==> config.mk <==
export PLATFORM = sky130hd
export DESIGN_NAME = switch_allocator_flat
export DESIGN_NICKNAME = d
export VERILOG_FILES = /design/src/rtl/switch_allocator_if.sv /design/src/rtl/switch_allocator.sv /design/src/flat_wrapper.sv
export SDC_FILE = /design/constraint.sdc
export NUM_CORES = 1
export LEC_CHECK = 0
export ABC_AREA = 0
export BUFFER_PORTS_ARGS = -buffer_cell sky130_fd_sc_hd__buf_4
export CAP_MARGIN = 40
export CORE_MARGIN = 2
export CORE_UTILIZATION = 35
export CTS_CLUSTER_DIAMETER = 100
export DETAILED_ROUTE_END_ITERATION = 10
export SETUP_SLACK_MARGIN = 0.1
export SLEW_MARGIN = 20
export SYNTH_ARGS = -nofsm -noshare
export SYNTH_HDL_FRONTEND = slang
export SYNTH_SLANG_ARGS = --single-unit
==> constraint.sdc <==
create_clock -name clk -period 6.6 [get_ports clk]
set_input_delay 0.66 -clock clk [delete_from_list [all_inputs] [get_ports clk]]
set_output_delay 0.66 -clock clk [all_outputs]
set_load 0.02 [all_outputs]
==> src/rtl/switch_allocator_if.sv <==
// Router switch-allocator bundle: per-input requests, per-output readiness,
// grants back to the inputs and the crossbar select lines.
interface switch_allocator_if;
  logic [4:0]  req;
  logic [14:0] dst;
  logic [4:0]  tail;
  logic [4:0]  out_ready;
  logic [4:0]  grant;
  logic [2:0]  Select_L;
  logic [2:0]  Select_N;
  logic [2:0]  Select_E;
  logic [2:0]  Select_W;
  logic [2:0]  Select_S;

  // Router input side: drives requests and sees grants and selects.
  modport master (
    output req, dst, tail, out_ready,
    input  grant, Select_L, Select_N, Select_E, Select_W, Select_S
  );

  // Allocator side.
  modport slave (
    input  req, dst, tail, out_ready,
    output grant, Select_L, Select_N, Select_E, Select_W, Select_S
  );
endinterface

==> src/rtl/switch_allocator.sv <==
// Per-output round-robin switch allocator for a 5-port router (L,N,E,W,S).
// Each output locks to one input from head flit to tail flit.
module switch_allocator #(
  parameter int NPORT    = 5,
  parameter int SEL_W    = 3,
  parameter int SEL_IDLE = 5
) (
  input logic               clk,
  input logic               rst,
  switch_allocator_if.slave bus
);

  localparam logic [SEL_W-1:0] IDLE_CODE = SEL_W'(SEL_IDLE);
  localparam logic [SEL_W-1:0] LAST_PORT = SEL_W'(NPORT - 1);

  typedef enum logic {ST_IDLE, ST_LOCKED} state_t;

  state_t           state_q [NPORT];
  state_t           state_d [NPORT];
  logic [SEL_W-1:0] owner_q [NPORT];
  logic [SEL_W-1:0] owner_d [NPORT];
  logic [SEL_W-1:0] ptr_q   [NPORT];
  logic [SEL_W-1:0] ptr_d   [NPORT];
  logic [SEL_W:0]   pick    [NPORT];
  logic [NPORT-1:0] cand    [NPORT];
  logic [SEL_W-1:0] dst_i   [NPORT];
  logic [SEL_W-1:0] sel     [NPORT];
  logic [NPORT-1:0] grant_c;

  // Returns {found, winner}: first set bit of cand scanning ptr+1, ptr+2, ... mod NPORT.
  function automatic logic [SEL_W:0] rr_pick(input logic [SEL_W-1:0] ptr,
                                             input logic [NPORT-1:0] c);
    logic [SEL_W:0]   r;
    logic [SEL_W:0]   sum;
    logic [SEL_W-1:0] idx;
    r = '0;
    // Scan from farthest to nearest so the nearest candidate overwrites last.
    for (int k = NPORT; k >= 1; k--) begin
      sum = {1'b0, ptr} + (SEL_W + 1)'(k);
      if (sum >= (SEL_W + 1)'(NPORT)) sum = sum - (SEL_W + 1)'(NPORT);
      idx = sum[SEL_W-1:0];
      if (c[idx]) r = {1'b1, idx};
    end
    return r;
  endfunction

  // Codes 5..7 never equal an output index, so they never become candidates.
  always_comb begin
    for (int i = 0; i < NPORT; i++) dst_i[i] = bus.dst[SEL_W*i +: SEL_W];
    for (int o = 0; o < NPORT; o++)
      for (int i = 0; i < NPORT; i++)
        cand[o][i] = bus.req[i] && (dst_i[i] == SEL_W'(o));
  end

  // NOTE: reset is synchronous here, so lock state is only cleared at an edge;
  // grant is additionally masked by rst below so nothing transfers in the reset cycle.
  always_ff @(posedge clk) begin
    // NOTE: state registers use non-blocking assignments so every output
    // samples the same pre-edge values regardless of evaluation order.
    if (rst) begin
      for (int o = 0; o < NPORT; o++) begin
        state_q[o] <= ST_IDLE;
        owner_q[o] <= '0;
        ptr_q[o]   <= LAST_PORT;
      end
    end else begin
      for (int o = 0; o < NPORT; o++) begin
        state_q[o] <= state_d[o];
        owner_q[o] <= owner_d[o];
        ptr_q[o]   <= ptr_d[o];
      end
    end
  end

  always_comb begin
    // NOTE: every signal written here gets a default first so no latch is inferred.
    grant_c = '0;
    for (int o = 0; o < NPORT; o++) begin
      state_d[o] = state_q[o];
      owner_d[o] = owner_q[o];
      ptr_d[o]   = ptr_q[o];
      pick[o]    = rr_pick(ptr_q[o], cand[o]);
      case (state_q[o])
        ST_IDLE: begin
          if (pick[o][SEL_W]) begin
            state_d[o] = ST_LOCKED;
            owner_d[o] = pick[o][SEL_W-1:0];
            ptr_d[o]   = pick[o][SEL_W-1:0];
          end
        end
        ST_LOCKED: begin
          for (int i = 0; i < NPORT; i++) begin
            if (owner_q[o] == SEL_W'(i) && cand[o][i] && bus.out_ready[o]) begin
              grant_c[i] = 1'b1;
              if (bus.tail[i]) state_d[o] = ST_IDLE;
            end
          end
        end
        default: state_d[o] = ST_IDLE;
      endcase
    end
  end

  // Selects depend only on registered state, so they move only at clock edges.
  always_comb begin
    for (int o = 0; o < NPORT; o++)
      sel[o] = (state_q[o] == ST_LOCKED) ? owner_q[o] : IDLE_CODE;
  end

  assign bus.grant    = rst ? '0 : grant_c;
  assign bus.Select_L = sel[0];
  assign bus.Select_N = sel[1];
  assign bus.Select_E = sel[2];
  assign bus.Select_W = sel[3];
  assign bus.Select_S = sel[4];

endmodule

==> src/flat_wrapper.sv <==
// flat-port wrapper written by rule: the top's interface ports become plain ports
module switch_allocator_flat 
#(
  parameter int NPORT    = 5,
  parameter int SEL_W    = 3,
  parameter int SEL_IDLE = 5
)
  (clk, rst, bus_req, bus_dst, bus_tail, bus_out_ready, bus_grant, bus_Select_L, bus_Select_N, bus_Select_E, bus_Select_W, bus_Select_S);
  switch_allocator_if bus_i ();
  input logic clk;
  input logic rst;
  input wire logic [$bits(bus_i.req)-1:0] bus_req;
  input wire logic [$bits(bus_i.dst)-1:0] bus_dst;
  input wire logic [$bits(bus_i.tail)-1:0] bus_tail;
  input wire logic [$bits(bus_i.out_ready)-1:0] bus_out_ready;
  output wire logic [$bits(bus_i.grant)-1:0] bus_grant;
  output wire logic [$bits(bus_i.Select_L)-1:0] bus_Select_L;
  output wire logic [$bits(bus_i.Select_N)-1:0] bus_Select_N;
  output wire logic [$bits(bus_i.Select_E)-1:0] bus_Select_E;
  output wire logic [$bits(bus_i.Select_W)-1:0] bus_Select_W;
  output wire logic [$bits(bus_i.Select_S)-1:0] bus_Select_S;
  assign bus_i.req = bus_req;
  assign bus_i.dst = bus_dst;
  assign bus_i.tail = bus_tail;
  assign bus_i.out_ready = bus_out_ready;
  assign bus_grant = bus_i.grant;
  assign bus_Select_L = bus_i.Select_L;
  assign bus_Select_N = bus_i.Select_N;
  assign bus_Select_E = bus_i.Select_E;
  assign bus_Select_W = bus_i.Select_W;
  assign bus_Select_S = bus_i.Select_S;
  switch_allocator #(.NPORT(NPORT), .SEL_W(SEL_W), .SEL_IDLE(SEL_IDLE)) u_core (.clk(clk), .rst(rst), .bus(bus_i));
endmodule
==> results of run 1 <==
-- critical path: cells and delay by family, from the launching register on --
| kind | cells | cell delay, ns |
|---|---|---|
| and+or+nand+nor | 5 | 1.20 |
| adders and majority gates | 2 | 0.73 |
| AOI/OAI and AO/OA | 3 | 0.85 |
| DFF | 1 | 0.77 |
| buffers and inverters | 1 | 0.49 |
-- metrics by stage --
stage          util (%)  area, um^2
2_1_floorplan         -        6750
3_3_place_gp       38.8        7310
3_5_place_dp       38.9        7330
4_1_cts            39.4        7410
5_1_grt            39.4        7410
6_report           39.4        7410
-- how the worst min path moves through the flow --
stage	start	endpoint	slack, ns	cells past startpoint
after floorplan	u_core.owner_q[0][2]	u_core.owner_q[0][2]	0.47	2
after global placement	u_core.owner_q[0][2]	u_core.owner_q[0][2]	0.51	2
after detailed placement	u_core.owner_q[0][2]	u_core.owner_q[0][2]	0.52	2
after CTS	u_core.owner_q[0][2]	u_core.owner_q[0][2]	0.53	2
after global routing	u_core.owner_q[0][2]	u_core.owner_q[0][2]	0.58	2
final	u_core.owner_q[0][2]	u_core.owner_q[0][2]	0.53	2
-- routing by layer --
layer | share of wire, % | vias up | GRT usage [%]
li1 | - | 3559 | -
met1 | 46 | 3496 | 30.4
met2 | 45 | 274 | 34.3
met3 | 6.4 | 43 | 2.45
met4 | 2.8 | 0 | 5.84
met5 | 0 | - | 0
-- logic make-up (layout without fill, tap and decap cells) --
group | after synthesis | after routing | synth area share, %
buffers and inverters | 82 | 107 | 5.32
AND/OR/NAND/NOR | 398 | 398 | 35.1
adder cells (fa/ha/maj) | 59 | 59 | 11.5
flip-flops | 25 | 25 | 7.41
AO/OA/AOI/OAI | 272 | 272 | 29.2
multiplexers | 46 | 46 | 8.25
XOR/XNOR | 24 | 24 | 3.22
-- cell type report --
cell class	count	area, um^2
Clock buffer	3	75.1
Multi-Input combinational cell	799	5890
Tap cell	260	325
Timing Repair Buffer	61	455
Sequential cell	25	500
Inverter	42	158
Clock inverter	1	7.51
Fill cell	1992	11400
-- cell usage in the layout, fill, tap and decap left out, types with 7 or more instances in the layout --
cell / Yosys / routed
sky130_fd_sc_hd__a21o_1: 9 / 9
sky130_fd_sc_hd__mux4_2: 7 / 7
sky130_fd_sc_hd__nor4_1: 11 / 11
sky130_fd_sc_hd__nand4bb_1: 8 / 8
sky130_fd_sc_hd__nor4bb_1: 8 / 8
sky130_fd_sc_hd__o21ai_0: 43 / 43
sky130_fd_sc_hd__and3b_1: 8 / 8
sky130_fd_sc_hd__o31ai_1: 12 / 12
sky130_fd_sc_hd__buf_4: 3 / 58
sky130_fd_sc_hd__ha_1: 54 / 54
sky130_fd_sc_hd__mux2i_1: 35 / 35
sky130_fd_sc_hd__nand4_1: 18 / 18
sky130_fd_sc_hd__xnor2_1: 20 / 20
sky130_fd_sc_hd__o21ai_1: 8 / 8
sky130_fd_sc_hd__nand2_1: 54 / 54
sky130_fd_sc_hd__inv_1: 37 / 37
sky130_fd_sc_hd__a21oi_1: 51 / 51
sky130_fd_sc_hd__a31oi_1: 24 / 24
sky130_fd_sc_hd__nor3_1: 23 / 23
sky130_fd_sc_hd__or3_1: 10 / 10
sky130_fd_sc_hd__nand3b_1: 7 / 7
sky130_fd_sc_hd__o211a_1: 7 / 7
sky130_fd_sc_hd__o211ai_1: 15 / 15
sky130_fd_sc_hd__nor2_1: 56 / 56
sky130_fd_sc_hd__nor4b_1: 8 / 8
sky130_fd_sc_hd__nor2b_1: 23 / 23
sky130_fd_sc_hd__and2_1: 10 / 10
sky130_fd_sc_hd__a211oi_1: 10 / 10
sky130_fd_sc_hd__o21a_1: 8 / 8
sky130_fd_sc_hd__dfxtp_1: 25 / 25
sky130_fd_sc_hd__nand2b_1: 21 / 21
sky130_fd_sc_hd__a22oi_1: 7 / 7
sky130_fd_sc_hd__nand3_1: 68 / 68
sky130_fd_sc_hd__and3_1: 21 / 21
-- synth_stat cells (11+ instances only) --
library cell / instances
sky130_fd_sc_hd__o31ai_1: 12
sky130_fd_sc_hd__nand4_1: 18
sky130_fd_sc_hd__nand3_1: 68
sky130_fd_sc_hd__nor4_1: 11
sky130_fd_sc_hd__a21oi_1: 51
sky130_fd_sc_hd__and3_1: 21
sky130_fd_sc_hd__dfxtp_1: 25
sky130_fd_sc_hd__nor3_1: 23
sky130_fd_sc_hd__clkbuf_1: 17
sky130_fd_sc_hd__o21ai_0: 43
sky130_fd_sc_hd__ha_1: 54
sky130_fd_sc_hd__a31oi_1: 24
sky130_fd_sc_hd__xnor2_1: 20
sky130_fd_sc_hd__inv_1: 37
sky130_fd_sc_hd__nor2b_1: 23
sky130_fd_sc_hd__nand2_1: 54
sky130_fd_sc_hd__nor2_1: 56
sky130_fd_sc_hd__o211ai_1: 15
sky130_fd_sc_hd__nand2b_1: 21
sky130_fd_sc_hd__mux2i_1: 35
sky130_fd_sc_hd__buf_2: 14
-- power by group through the flow --
stage	clock, mW	combinational (mW)	sequential [mW]
after global placement	0	2.16	0.410
after floorplan	0	1.83	0.282
after detailed placement	0	2.18	0.411
after CTS	0.151	2.19	0.407
final	0.151	2.21	0.411
after global routing	0.159	2.44	0.433
-- flip-flops by register name (all words and copies together), names as in the netlist --
| signal | cells |
|---|---|
| u_core.ptr_q | 15 |
| u_core.owner_q | 5 |
| u_core.state_q | 5 |
==> flow_summary.toml, run 1 <==
[status]
outcome = "completed"

[routing]
route.vias.total = 7372
antenna_viol_nets_final = 0
route.final.wire_length_mm = 22.3
detailed_route_wire_length_per_cell_um = 18.7
drt-initial-drc-count = 610
drc = 0
dr.pass1.iters = 5
route.detailed.vias_per_inst = 6.19

[setup_path]
worst-endpoint-arrival_ns = 4.32
r2r_end = "u_core.owner_q[0][11]"
worst_ep_required_time_ns = 6.79
path_cells = "inv_1 -> ha_1 -> ha_1 -> or2_2 -> o21ai_0 -> nand3_1 -> or2_2 -> o211ai_2 -> nor4_4 -> or2_2 -> a221oi_2"
regToRegSetupSlack_ns = 2.47
critical_path_endpoint_category = "flip-flop"
crit_slowest_cell = "sky130_fd_sc_hd__dfxtp_1"
critical-path-max-stage-delay_ns = 0.77
critPathMostFrequentCell = "sky130_fd_sc_hd__or2_2"
rr_startpoint = "u_core.ptr_q[0][9]"
critPathLaunch = "u_core.ptr_q[0][9]"
worst-setup-path-type = "flip-flop to flip-flop"
reg2reg_depth = 11
worstSetupEndpoint = "u_core.owner_q[0][11]"
path_max_fanout = 19
critical_path.startpoint_type = "flip-flop"

[placed_design]
hpwlAfterDp_mm = 17.2
gp_congestion = 0.945
numPortBuffers = 51
pre_cts_slack_ns = 2.58
placed_cells_incl_taps = 1187

[cts]
postCtsSetupBuffers = 0
clkTransAtPathRegs_ns = 0.08
cts_hold_repair.buffers = 0
cts_max_level = 1
clk-insertion-delay-late_ns = 0.27
cts_resized = 0
cts_root_buffer = "sky130_fd_sc_hd__clkbuf_16"
cts_made_buffers = 3
clock-sinks = 25
cts_tree = "yes"
max-clock-path-buffers = 2

[job]
drv_cap = 0

[synth]
synth.yosys.warnings = 0
synth_seq_area_share_pct = 7.41
ffs_w_async_s_r_synth_pct = 0
library_cell_occupying_the_most_area_in_the_post_synthesis_netlist = "sky130_fd_sc_hd__ha_1"
synth_seq_cells = 25
synth.top_cells.by_area = "sky130_fd_sc_hd__ha_1 (10%), sky130_fd_sc_hd__dfxtp_1 (7.4%), sky130_fd_sc_hd__mux2i_1 (5.2%), sky130_fd_sc_hd__nand3_1 (5.0%), sky130_fd_sc_hd__a21oi_1 (3.8%)"
synth_top_area_share_pct = 10.0
syn_inst = 906
syn-num-nets = 997
synth_enable_flop_cells = 0
synthesis.area_per_instance_um2 = 7.45
synth.distinct_cells = 106
post_synthesis_cell_area_um2 = 6750
post_synth_top_flop = "sky130_fd_sc_hd__dfxtp_1"

[sta]
timing.final.ws_setup_ns = 2.47
period_needed_ns = 4.13
finalClockSkew_ns = 0.00809
timing_hold_violations_final = 0
timing.final.setup_violations = 0
timing.setup.tns_ns = 0
grt_setup_unrepaired = "no"
fin_hold_ws_ns = 0.534
slew-limit-headroom_pct = 38.4
final.period_utilization_pct = 62.6
maxSlewViolCount = 0
fmax_mhz = 242
worstMarginPinSlew_ns = 0.911

[final_layout]
antenna_fix_cells = 0
instances_no_fill = 1191
design.final.nets = 1023
synthToLayoutAreaGrowth_pct = 9.80
drive_above_1_share_pct = 12.9

[global_route]
grt_start_max_net_pins = 25
globalRouteOverflowTotal = 0
grt_pass1_vias = 6649
gr-usage-all-layers_pct = 21.4
initial_antenna_violation_count = 0
grt_pass1_wl_mm = 35.5

[pwr]
ir_worst_vdd_uv = 235
part_of_the_total_power_dissipated_in_the_clock_network_pct = 5.5
switching_share_pct = 56.9
seqPwrFrac_pct = 14.8
finalPower_mw = 2.77
share_of_power_burned_in_combinational_logic_pct = 79.7
total_leakage_power_nw = 2.83
power_density_nw_per_um2 = 374
cell_internal_pwr_mw = 1.19
switchingPower_mw = 1.58

[floorplan]
floorplan.die.width_um = 143
die_h_um = 143
std_cell_rows = 50
coreArea_um2 = 18800
initial_utilization_pct = 35.9
die_area_um2 = 20400
num_io_pins = 52

[hold_path]
timing.hold.worst.class = "flip-flop to flip-flop"
(Power assumes the default switching activity.)
==> run 2: changes to the inputs <==
==> constraint.sdc (replaced) <==
create_clock -name clk -period 4.05 [get_ports clk]
set_input_delay 0.405 -clock clk [delete_from_list [all_inputs] [get_ports clk]]
set_output_delay 0.405 -clock clk [all_outputs]
set_load 0.02 [all_outputs]
==> run 2 against run 1 <==
  * Flip-flop and latch count stayed put
  * Utilization is 0.84 points higher
  * Count of clock-buffer cells in the layout stayed put
  * Wire length is 2.2% higher
  * Clock skew is 0.0068 ns lower
  * Worst hold slack worse by 0.057 ns
  * Register-to-register slack worse by 2.0 ns
  * Global-route usage is 0.57 points higher
  * Critical path type unchanged
  * Critical endpoint is now u_core.ptr_q[0][8]
  * Highest routed layer unchanged
==> flow_summary.toml, run 2 (synthesis results as in run 1) <==
[status]
outcome = "completed"

[global_route]
grt_pass1_vias = 6993
grt_start_max_net_pins = 24
grt_pass1_wl_mm = 36.5
gr-usage-all-layers_pct = 22.0
globalRouteOverflowTotal = 0
initial_antenna_violation_count = 0

[final_layout]
design.final.nets = 1044
drive_above_1_share_pct = 14.9
most-common-layout-cells = "sky130_fd_sc_hd__buf_4 (81), sky130_fd_sc_hd__nand3_1 (68), sky130_fd_sc_hd__nor2_1 (56), sky130_fd_sc_hd__nand2_1 (54), sky130_fd_sc_hd__ha_1 (54)"
max_flop_register = "u_core.ptr_q"
synthToLayoutAreaGrowth_pct = 12.1
antenna_fix_cells = 0
nFillCells = 2007
mostFrequentLayoutCell = "sky130_fd_sc_hd__buf_4"
largest_register_ff_count = 15
layout_top_registers = "u_core.ptr_q (15), u_core.owner_q (5), u_core.state_q (5)"

[sta]
final.period_utilization_pct = 88.4
timing_hold_violations_final = 0
slew-limit-headroom_pct = 44.1
fmax_mhz = 279
finalClockSkew_ns = 0.00131
worstMarginPinSlew_ns = 0.831
grt_setup_unrepaired = "no"
timing.setup.tns_ns = 0
maxSlewViolCount = 0
period_needed_ns = 3.58
timing.final.setup_violations = 0

[cts]
postCtsSetupBuffers = 0
clkTransAtPathRegs_ns = 0.08
cts_resized = 0
clk-insertion-delay-late_ns = 0.27
clock-sinks = 25
cts_made_buffers = 3
cts_tree = "yes"
cts_hold_repair.buffers = 0
cts_root_buffer = "sky130_fd_sc_hd__clkbuf_16"
cts_max_level = 1
max-clock-path-buffers = 2

[routing]
detailed_route_wire_length_per_cell_um = 18.8
dr.pass1.iters = 5
drc = 0
antenna_viol_nets_final = 0
route.vias.total = 7475
route.final.wire_length_mm = 22.7
route.detailed.vias_per_inst = 6.17
drt-initial-drc-count = 578

[job]
drv_cap = 0

[floorplan]
coreArea_um2 = 18800
die_area_um2 = 20400
std_cell_rows = 50
die_h_um = 143
floorplan.die.width_um = 143
initial_utilization_pct = 35.9
num_io_pins = 52

[setup_path]
critical_path.startpoint_type = "flip-flop"
regToRegSetupSlack_ns = 0.47
rr_startpoint = "u_core.ptr_q[0][7]"
worst-endpoint-arrival_ns = 3.77
worst_ep_required_time_ns = 4.24
r2r_end = "u_core.ptr_q[0][8]"
worst-setup-path-type = "flip-flop to flip-flop"
reg2reg_depth = 11
critical_path_endpoint_category = "flip-flop"
critPathLaunch = "u_core.ptr_q[0][7]"
path_max_fanout = 10
worstSetupEndpoint = "u_core.ptr_q[0][8]"

[placed_design]
numPortBuffers = 51
gp_congestion = 0.920
hpwlAfterDp_mm = 17.7

[pwr]
power_density_nw_per_um2 = 611
ir_worst_vdd_uv = 328
finalPower_mw = 4.63
total_leakage_power_nw = 2.94

[hold_path]
timing.hold.worst.class = "input port to flip-flop"
-- run 2: changes by cell type in the layout (fill, tap and decap cells not counted), sizes merged --
cell,change
clkdlybuf4s15,-1
buf,+22
-- run 2: final cells by class --
type	count	area (um^2)	share of cell area (%)
Clock inverter	1	7.51	0.0991
Timing Repair Buffer	82	613	8.10
Tap cell	260	325	4.30
Clock buffer	3	75.1	0.991
Sequential cell	25	500	6.61
Inverter	42	158	2.08
Multi-Input combinational cell	799	5890	77.8
-- run 2: metrics by stage --
stage          setup slack (ns)  hold slack, ns  cell area, um^2  utilization [%]  instances
4_1_cts                   0.490           0.473             7570             40.2       1212
2_1_floorplan             0.697           0.468             6750                -        906
5_1_grt                   0.231           0.489             7570             40.2       1212
6_report                  0.469           0.477             7570             40.2       1212
3_5_place_dp              0.507           0.536             7490             39.8       1208
3_3_place_gp              0.570           0.523             7480             39.7       1207
-- run 2: worst min path at each step --
stage,startpoint,endpoint,slack [ns],depth (start not counted)
finish,rst,u_core.state_q[0][1],0.48,2
global route,rst,u_core.state_q[0][1],0.49,2
floorplan,u_core.owner_q[0][2],u_core.owner_q[0][2],0.47,2
global placement,u_core.owner_q[0][11],u_core.owner_q[0][11],0.52,2
detailed placement,u_core.owner_q[0][8],u_core.owner_q[0][8],0.54,2
CTS,rst,u_core.state_q[0][1],0.47,2
-- run 2: metal layers --
metal,track usage (%),vias to the layer above,part of all wire (%)
li1,-,3615,-
met1,30.2,3539,45
met2,35.5,273,45
met3,3.19,48,6.9
met4,6.98,0,3.2
met5,0,-,0
-- run 2: critical path: stages, from the launching register on --
cell	delay, ns
sky130_fd_sc_hd__dfxtp_1	0.58
sky130_fd_sc_hd__inv_1	0.22
sky130_fd_sc_hd__ha_1	0.24
sky130_fd_sc_hd__ha_1	0.35
sky130_fd_sc_hd__inv_2	0.05
sky130_fd_sc_hd__o21ai_1	0.16
sky130_fd_sc_hd__mux2i_1	0.41
sky130_fd_sc_hd__mux4_2	0.60
sky130_fd_sc_hd__and2_1	0.19
sky130_fd_sc_hd__a2111o_1	0.37
sky130_fd_sc_hd__and4_1	0.21
sky130_fd_sc_hd__o21ai_1	0.11
-- run 2: power by group --
part	total [mW]	internal [mW]	switching, mW
Combinational	3.88	1.56	2.32
Sequential	0.505	0.339	0.165
Clock	0.245	0.135	0.110
Total	4.63	2.03	2.59
==> run 3: changes to the inputs <==
--- a/config.mk
+++ b/config.mk
@@ -8,7 +8,6 @@
 export ABC_AREA = 0
 export BUFFER_PORTS_ARGS = -buffer_cell sky130_fd_sc_hd__buf_4
 export CAP_MARGIN = 40
-export CORE_MARGIN = 2
 export CORE_UTILIZATION = 35
 export CTS_CLUSTER_DIAMETER = 100
 export DETAILED_ROUTE_END_ITERATION = 10
==> constraint.sdc (replaced) <==
create_clock -name clk -period 3.1 [get_ports clk]
set_input_delay 0.31 -clock clk [delete_from_list [all_inputs] [get_ports clk]]
set_output_delay 0.31 -clock clk [all_outputs]
set_load 0.02 [all_outputs]
==> run 3 against run 2 <==
  * Wire length is 4.3% higher
  * Register-to-register slack worse by 0.32 ns
  * Sequential share of layout area is 0.54 points lower
  * Critical endpoint is now u_core.owner_q[0][2]
==> flow_summary.toml, run 3 (synthesis results as in run 1) <==
[final_layout]
drive_above_1_share_pct = 29.7
max_flop_register = "u_core.ptr_q"
largest_register_ff_count = 15
synthToLayoutAreaGrowth_pct = 28.4
layout_top_registers = "u_core.ptr_q (15), u_core.owner_q (5), u_core.state_q (5)"
nFillCells = 1844
most-common-layout-cells = "sky130_fd_sc_hd__buf_4 (163), sky130_fd_sc_hd__nand3_1 (66), sky130_fd_sc_hd__nor2_1 (56), sky130_fd_sc_hd__nand2_1 (51), sky130_fd_sc_hd__a21oi_1 (46)"
antenna_fix_cells = 0
mostFrequentLayoutCell = "sky130_fd_sc_hd__buf_4"
design.final.nets = 1131
layout.cell_area.non_filler_um2 = 8670

[global_route]
grt.met3_usage_pct = 3.09
grt_pass1_wl_mm = 37.0
grt_use_met2_pct = 37.2
grt_start_max_net_pins = 21
gr-max-usage-layer = "met2"
initial_antenna_violation_count = 0
globalRouteOverflowTotal = 0
gr-usage-all-layers_pct = 23.1
use_met1_pct = 32.2
grt_pass1_vias = 7033

[cts]
cts_tree = "yes"
clk-insertion-delay-late_ns = 0.28
cts_made_buffers = 3
cts_hold_repair.buffers = 0
clkTransAtPathRegs_ns = 0.07
cts_max_level = 1
clock-sinks = 25
max-clock-path-buffers = 2
cts_root_buffer = "sky130_fd_sc_hd__clkbuf_16"

[routing]
route.final.wire_length_mm = 23.7
route.vias.total = 7829
antenna_viol_nets_final = 0
route.detailed.vias_per_inst = 6.03
drc = 0
drt-initial-drc-count = 686
detailed_route_wire_length_per_cell_um = 18.3
dr.pass1.iters = 5

[pwr]
total_leakage_power_nw = 3.40
share_of_power_burned_in_combinational_logic_pct = 86.7
switchingPower_mw = 3.82
seqPwrFrac_pct = 9.1
switching_share_pct = 52.1
ir_worst_vdd_uv = 519
power_density_nw_per_um2 = 845
part_of_the_total_power_dissipated_in_the_clock_network_pct = 4.3
cell_internal_pwr_mw = 3.51

[floorplan]
initial_utilization_pct = 35.9
die_area_um2 = 19900
num_io_pins = 52
die_h_um = 141
floorplan.die.width_um = 141
std_cell_rows = 50
coreArea_um2 = 18800

[placed_design]
dpl-instance-area_um2 = 8080
numPortBuffers = 51
hpwlAfterDp_mm = 18.4
gp_congestion = 0.959

[sta]
timing.setup.tns_ns = 0
worstMarginPinSlew_ns = 0.676
maxSlewViolCount = 0
grt_setup_unrepaired = "yes"
slew-limit-headroom_pct = 54.6
period_needed_ns = 2.95
timing_hold_violations_final = 0
finalClockSkew_ns = 0.00431
final.period_utilization_pct = 95.1
timing.final.setup_violations = 0
fmax_mhz = 339

[setup_path]
worst-setup-path-type = "flip-flop to flip-flop"
worst_ep_required_time_ns = 3.30
critical_path_endpoint_category = "flip-flop"
worst-endpoint-arrival_ns = 3.14
critical_path.startpoint_type = "flip-flop"
path_max_fanout = 5

[hold_path]
timing.hold.worst.class = "input port to flip-flop"

[job]
drv_cap = 0

[status]
outcome = "completed"
==> run 3: changes by cell type in the layout (fill, tap and decap cells not counted), sizes merged <==
cell | before | now
a41oi | 7 | 8
buf | 82 | 168
clkbuf | 3 | 4
clkinvlp | 1 | 0
==> run 3: critical path, stage by stage, from the launching register on <==
cell                      delay [ns]
sky130_fd_sc_hd__dfxtp_4        0.37
sky130_fd_sc_hd__inv_1          0.12
sky130_fd_sc_hd__ha_2           0.33
sky130_fd_sc_hd__and3b_1        0.19
sky130_fd_sc_hd__a32oi_1        0.22
sky130_fd_sc_hd__mux2i_1        0.15
sky130_fd_sc_hd__nor2_1         0.17
sky130_fd_sc_hd__or4b_4         0.52
sky130_fd_sc_hd__o41ai_4        0.45
sky130_fd_sc_hd__buf_4          0.20
sky130_fd_sc_hd__nand3_2        0.07
sky130_fd_sc_hd__o31ai_1        0.08
==> run 3: layout make-up <==
cell class / instances / area (um^2) / share of cell area [%]
Clock buffer: 4 / 78.8 / 0.909
Inverter: 42 / 165 / 1.90
Multi-Input combinational cell: 800 / 6290 / 72.6
Sequential cell: 25 / 527 / 6.07
Tap cell: 260 / 325 / 3.75
Timing Repair Buffer: 168 / 1280 / 14.8
==> run 3: worst paths after layout <==
path / depth (start not counted) / end / start / slack [ns]
min: 2 / u_core.state_q[0][1] / rst / 0.39
max: 11 / u_core.owner_q[0][2] / u_core.ptr_q[0][2] / 0.15
max reg2reg: 11 / u_core.owner_q[0][2] / u_core.ptr_q[0][2] / 0.15
min reg2reg: 2 / u_core.ptr_q[0][1] / u_core.ptr_q[0][1] / 0.53
==> run 3: what timing repair did <==
action,in CTS,in global routing
hold endpoints to repair,0,0
setup buffers,6,11
gates resized for setup,11,83
setup endpoints to repair,12,25
pin swaps,6,22
gates cloned,0,1
==> run 3: through the flow <==
step / util, % / std cells / power, mW / hold WS, ns / worst slack [ns]
global placement: 42.9 / 1277 / 6.27 / 0.528 / 0.0786
detailed placement: 42.9 / 1277 / 6.27 / 0.535 / 0.0376
finish: 46.1 / 1299 / 7.33 / 0.392 / 0.151
CTS: 43.9 / 1287 / 6.73 / 0.384 / 0.100
global route: 46.1 / 1299 / 7.91 / 0.409 / 0.0477
floorplan: - / 906 / 4.65 / 0.468 / 0.0852
==> run 3: power by group through the flow <==
stage	clock, mW	sequential [mW]	combinational [mW]
after floorplan	0	0.609	4.04
after global placement	0	0.632	5.64
after detailed placement	0	0.632	5.63
after CTS	0.321	0.632	5.78
after global routing	0.332	0.684	6.89
final	0.313	0.665	6.35
==> run 3: metal layers <==
metal,part of all wire [%],vias up,wire length (um)
met5,0,-,0
met4,2.2,0,528
met3,7.2,34,1720
met2,45,319,10600
met1,46,3697,10800
li1,-,3779,-
